### src/rtl/inst_fetch_unit.sv
// Instruction fetch stage: owns the PC, runs one outstanding req/gnt/rvalid fetch, hands words to the decoder.
// Optional IFU_EBREAK_HALT_EN: stop fetching after an ebreak has been delivered (adds the halted port).
module inst_fetch_unit #(
    parameter int unsigned     XLEN     = 32,
    parameter logic [XLEN-1:0] RESET_PC = XLEN'(32'h8000_0000)
) (
    input  logic            clk,
    input  logic            rst,
    output logic            imem_req,
    output logic [XLEN-1:0] imem_addr,
    input  logic            imem_gnt,
    input  logic            imem_rvalid,
    input  logic [31:0]     imem_rdata,
    input  logic            redirect_valid,
    input  logic [XLEN-1:0] redirect_pc,
    output logic            inst_valid,
    input  logic            inst_ready,
    output logic [31:0]     inst,
    output logic [XLEN-1:0] inst_pc
`ifdef IFU_EBREAK_HALT_EN
    ,
    output logic            halted
`endif
);

`ifdef IFU_EBREAK_HALT_EN
    localparam logic [31:0] EBREAK = 32'h0010_0073;
`endif

    typedef enum logic [2:0] {
        S_IDLE,
        S_REQ,
        S_WAIT,
        S_HOLD
`ifdef IFU_EBREAK_HALT_EN
        ,
        S_HALT
`endif
    } state_t;

    state_t          state;
    logic [XLEN-1:0] pc;
    logic            drop;
    logic [XLEN-1:0] redirect_tgt;
    logic [XLEN-1:0] pc_plus4;
    logic            unused_redirect_lsbs;

    assign redirect_tgt         = {redirect_pc[XLEN-1:2], 2'b00};
    assign pc_plus4             = pc + XLEN'(4);
    assign unused_redirect_lsbs = ^redirect_pc[1:0];

    // A redirect while a request is pending keeps the old address on the bus;
    // the drop flag then discards the response belonging to that request.
    always_ff @(posedge clk or posedge rst) begin
        if (rst) begin
            state      <= S_IDLE;
            pc         <= RESET_PC;
            imem_req   <= 1'b0;
            imem_addr  <= RESET_PC;
            inst_valid <= 1'b0;
            inst       <= 32'h0;
            inst_pc    <= RESET_PC;
            drop       <= 1'b0;
`ifdef IFU_EBREAK_HALT_EN
            halted     <= 1'b0;
`endif
        end else begin
            case (state)
                S_IDLE: begin
                    imem_req <= 1'b1;
                    state    <= S_REQ;
                    if (redirect_valid) begin
                        pc        <= redirect_tgt;
                        imem_addr <= redirect_tgt;
                    end else begin
                        imem_addr <= pc;
                    end
                end

                S_REQ: begin
                    if (redirect_valid) begin
                        pc   <= redirect_tgt;
                        drop <= 1'b1;
                    end
                    if (imem_gnt) begin
                        imem_req <= 1'b0;
                        state    <= S_WAIT;
                    end
                end

                S_WAIT: begin
                    if (imem_rvalid) begin
                        if (drop || redirect_valid) begin
                            drop     <= 1'b0;
                            imem_req <= 1'b1;
                            state    <= S_REQ;
                            if (redirect_valid) begin
                                pc        <= redirect_tgt;
                                imem_addr <= redirect_tgt;
                            end else begin
                                imem_addr <= pc;
                            end
                        end else begin
                            inst       <= imem_rdata;
                            inst_pc    <= pc;
                            inst_valid <= 1'b1;
                            state      <= S_HOLD;
                        end
                    end else if (redirect_valid) begin
                        pc   <= redirect_tgt;
                        drop <= 1'b1;
                    end
                end

                S_HOLD: begin
                    if (redirect_valid) begin
                        // Handshake (if any) still completes; the new target replaces pc+4.
                        pc         <= redirect_tgt;
                        inst_valid <= 1'b0;
                        imem_req   <= 1'b1;
                        imem_addr  <= redirect_tgt;
                        state      <= S_REQ;
                    end else if (inst_ready) begin
                        inst_valid <= 1'b0;
                        pc         <= pc_plus4;
`ifdef IFU_EBREAK_HALT_EN
                        if (inst == EBREAK) begin
                            halted <= 1'b1;
                            state  <= S_HALT;
                        end else begin
                            imem_req  <= 1'b1;
                            imem_addr <= pc_plus4;
                            state     <= S_REQ;
                        end
`else
                        imem_req  <= 1'b1;
                        imem_addr <= pc_plus4;
                        state     <= S_REQ;
`endif
                    end
                end

`ifdef IFU_EBREAK_HALT_EN
                S_HALT: begin
                    imem_req <= 1'b0;
                end
`endif

                default: begin
                    state <= S_IDLE;
                end
            endcase
        end
    end

endmodule

### config.mk
export PLATFORM = sky130hd
export DESIGN_NAME = inst_fetch_unit
export DESIGN_NICKNAME = d
export VERILOG_FILES = /design/src/rtl/inst_fetch_unit.sv
export SDC_FILE = /design/constraint.sdc
export NUM_CORES = 1
export LEC_CHECK = 0
export CAP_MARGIN = 20
export CELL_PAD_IN_SITES_DETAIL_PLACEMENT = 1
export CELL_PAD_IN_SITES_GLOBAL_PLACEMENT = 1
export CORE_AREA = 2 2 130 132
export CTS_BUF_LIST = sky130_fd_sc_hd__clkbuf_16
export DETAILED_ROUTE_END_ITERATION = 8
export DIE_AREA = 0 0 132 134
export GPL_TIMING_DRIVEN = 0
export PLACE_DENSITY_LB_ADDON = 0.15
export SYNTH_ARGS = -nofsm -noshare
export SYNTH_HDL_FRONTEND = slang
export SYNTH_SLANG_ARGS = --single-unit
### constraint.sdc
create_clock -name clk -period 7.9 [get_ports clk]
set_clock_uncertainty 0.05 [all_clocks]
set_input_delay 0.79 -clock clk [delete_from_list [all_inputs] [get_ports clk]]
set_output_delay 0.79 -clock clk [all_outputs]
set_load 0.01 [all_outputs]
==> metrics.yaml <==
outcome:
  run_status: "complete, no violations"
critical_path:
  kind_of_capture_point_of_the_worst_setup_path: "register"
  cpMostUsedCell: "clkbuf_1"
  crit_slowest_cell: "clkdlybuf4s50_1"
  cp_cell_sequence: "clkdlybuf4s50_1 > clkbuf_1 > clkbuf_1 > buf_2 > nor2_1 > o21ai_0"
  cpPeakStageDelay_ps: 570
  critPathArrivalTime_ps: 3070
  reg2reg_setup_slack_ps: 5280
  crit_path_start_kind: "primary input"
  critPathKind: "primary input to register"
  maximum_net_fanout_on_the_critical_path: 10
  cp.required_ps: 8180
die:
  floorplan.initialDensity_pct: 40.33
  io_pins: 168
  fp-row-count: 47
  die_width_um: 132
  die_area_um2: 17690
  dieHeight_um: 134
  fp.coreArea_um2: 16290
yosys:
  syn_avg_cell_area_um2: 11.25
  ys_async_sr_fraction_pct: 100.0
  synthFlopType: "dfrtp_1"
  number_of_enable_type_register_cells_in_the_synthesized_netlist: 0
  synthesis.area_um2: 6569
  gate_count_of_the_mapped_netlist: 584
  synth-warning-count: 0
  number_of_register_bits_inferred_by_synthesis: 133
  synth.distinct_cells: 57
  synth_seq_area_share_pct: 50.72
  syn-num-nets: 659
cts:
  cts.root.buffer_cell: "clkbuf_16"
  cts.sink_count: 133
  cts_made_buffers: 17
  cts_tree: "done"
  worst_setup_hold_path_clk_slew_ps: 60
  ctsLongestPathBuffers: 2
  ctsResizeCount: 0
  postCtsSetupBuffers: 0
  clk_latency_ps: 420
  cts_hold_buf: 0
  cts_h_tree_depth: 4
timing:
  timing.hold.ws_ps: 424.3
  tightest_slew_ps: 789.5
  final_hold_viol_count: 0
  tns_ps: 0
  final_slew_violations: 0
  setup_violations_final: 0
  timing.max_slew.rel_slack_pct: 47.37
  final_period_demand_of_the_worst_path_ps: 2786
  fmax_mhz: 359.0
  layout_worst_path_cycle_share_pct: 35.26
  rsz0062_at_grt: "no"
placed_design:
  detailed_place_hpwl_um: 14540
  gp_congestion: 0.8569
  place_inst: 970
  buffer_ports.inserted: 165
power_and_ir_drop:
  total_power_w: 0.003048
  pwr-share-clk_pct: 28.2
  share_seq_of_total_power_pct: 34.3
  p_leak_nw: 3.878
  powerDensity_nw_per_um2: 332.6
  internal_power_w: 0.002048
  netSwitchingFraction_pct: 32.82
  comb_power_share_pct: 37.4
  power.switching_w: 0.001001
  vdd_ir_drop_max_mv: 0.1884
global_route:
  grt_max_degree: 69
  global_route_total_overflow: 0
  grt_usage_pct: 23.82
  antenna_found_initial: 0
  grt_first_pass_wirelength_um: 32450
  first_global_vias: 5915
final_layout:
  area_growth_syn_to_layout_pct: 39.52
  num_antenna_cells: 0
  stdcell_count: 1002
  layout.filler_cells: 1765
  fraction_of_final_layout_cells_sized_beyond_drive_strength_1_pct: 20.08
  layout.nets: 844
routing:
  drt_first_pass_iters: 4
  via_count: 5320
  detail_route.wirelength_um: 20090
  wl_per_instance_um: 20.05
  vias_per_cell: 5.309
  remaining_drc_errors: 0
  first_iter_violations: 268
  antenna_left: 0
flow_run:
  drv.max_cap_violation_count: 0
hold_path:
  hp-class: "register to register"
path summary, 6_finish.rpt:
| kind | start | endpoint | cells past startpoint |
|---|---|---|---|
| min in group asynchronous | rst | inst[20] | 2 |
| max | redirect_valid | imem_addr[14] | 6 |
| max in group asynchronous | rst | pc[31] | 3 |
| min | imem_addr[8] | imem_addr[8] | 2 |
| min reg2reg | imem_addr[8] | imem_addr[8] | 2 |
| max reg2reg | state[0] | imem_addr[21] | 7 |
cells by family (layout without fill, tap and decap cells):
family / count (synthesis) / count (layout) / synth area share [%]
AND/OR/NAND/NOR: 188 / 188 / 16.10
adder cells (fa/ha/maj): 5 / 5 / 0.9524
flip-flops: 133 / 133 / 50.72
XOR/XNOR: 47 / 47 / 6.267
buffers and inverters: 46 / 244 / 3.619
AO/OA/AOI/OAI: 80 / 80 / 7.943
multiplexers: 85 / 85 / 14.40
power groups by stage:
| stage | logic, W | clock network [W] | registers, W |
|---|---|---|---|
| 2_1_floorplan | 0.000472 | 0 | 0.00111 |
| 3_3_place_gp | 0.00112 | 0 | 0.00104 |
| 3_5_place_dp | 0.00115 | 0 | 0.00106 |
| 4_1_cts | 0.00116 | 0.000880 | 0.00105 |
| 5_1_grt | 0.00124 | 0.000900 | 0.00108 |
| 6_report | 0.00114 | 0.000861 | 0.00105 |
final cells by class:
cell class / count / area [um^2] / share of cell area, %
clock inverters: 15 / 211.5 / 2.307
inverters: 7 / 31.28 / 0.3413
well taps: 220 / 275.3 / 3.003
clock buffers: 17 / 425.4 / 4.642
plain buffers: 39 / 211.5 / 2.307
multi-input cells: 405 / 2999 / 32.72
repair buffers: 166 / 1679 / 18.32
flip-flops and latches: 133 / 3332 / 36.35
critical path: cells and delay by family:
kind                   cells  cell delay (ps)
and+or+nand+nor            1               90
buffers and inverters      4             1980
AOI/OAI and AO/OA          1              210
flip-flops by register name, indices dropped and copies added, names as in the netlist:
signal and flops:
imem_req 1, drop 1, inst_pc 32, inst_valid 1, inst 32, imem_addr 32, pc 32, state 2
cell usage after synthesis, types with 3 or more instances:
| cell | count | area (um^2) |
|---|---|---|
| a21boi_0 | 6 | 45.04 |
| a21oi_1 | 17 | 85.08 |
| a221oi_1 | 6 | 52.55 |
| a31oi_1 | 3 | 18.77 |
| and3_1 | 3 | 18.77 |
| and4_1 | 3 | 26.28 |
| and4_2 | 3 | 30.03 |
| buf_2 | 16 | 80.08 |
| clkbuf_1 | 14 | 52.55 |
| dfrtp_1 | 130 | 3253 |
| dfstp_2 | 3 | 78.83 |
| ha_1 | 5 | 62.56 |
| inv_1 | 7 | 26.28 |
| mux2_2 | 76 | 855.8 |
| mux2i_1 | 9 | 90.09 |
| nand2_1 | 57 | 214.0 |
| nand2b_1 | 11 | 68.82 |
| nand3_1 | 17 | 85.08 |
| nand4_1 | 16 | 100.1 |
| nand4_4 | 3 | 63.81 |
| nor2_1 | 39 | 146.4 |
| nor2b_1 | 5 | 31.28 |
| nor3_1 | 11 | 55.05 |
| nor4_4 | 4 | 85.08 |
| o211ai_1 | 3 | 22.52 |
| o21ai_0 | 24 | 120.1 |
| o31ai_1 | 4 | 30.03 |
| xnor2_1 | 26 | 227.7 |
| xor2_1 | 21 | 183.9 |
per-layer routing:
layer	GRT usage (%)	vias to the layer above	share of wire, %
met1	28.32	2699	41
li1	-	2426	-
met4	8.816	0	1.4
met3	7.067	18	7.8
met2	41.00	177	50
met5	0	-	0
through the flow:
| step | utilization (%) | instance area [um^2] | setup slack [ps] |
|---|---|---|---|
| floorplan | - | 6569 | 3511 |
| global placement | 52.15 | 8496 | 1555 |
| detailed placement | 52.35 | 8528 | 4704 |
| CTS | 56.26 | 9165 | 5139 |
| global route | 56.26 | 9165 | 4965 |
| finish | 56.26 | 9165 | 5114 |
cell usage in the layout, fill, tap and decap left out, types with 4 or more instances in the layout:
| cell | synthesis | routed |
|---|---|---|
| a221oi_1 | 6 | 6 |
| nand2b_1 | 11 | 11 |
| xnor2_1 | 26 | 26 |
| clkdlybuf4s50_1 | 0 | 165 |
| nor4_4 | 4 | 4 |
| nand4_1 | 16 | 16 |
| inv_1 | 7 | 6 |
| xor2_1 | 21 | 21 |
| clkbuf_16 | 0 | 17 |
| nand3_1 | 17 | 17 |
| bufinv_16 | 0 | 5 |
| ha_1 | 5 | 5 |
| a21oi_1 | 17 | 17 |
| buf_2 | 16 | 16 |
| o21ai_0 | 24 | 24 |
| o31ai_1 | 4 | 4 |
| nor3_1 | 11 | 11 |
| nor2b_1 | 5 | 5 |
| clkbuf_1 | 14 | 14 |
| mux2i_1 | 9 | 9 |
| a21boi_0 | 6 | 6 |
| nor2_1 | 39 | 39 |
| nand2_1 | 57 | 57 |
| dfrtp_1 | 130 | 130 |
| mux2_2 | 76 | 76 |
Note: power is estimated with default switching activity, not from simulation.
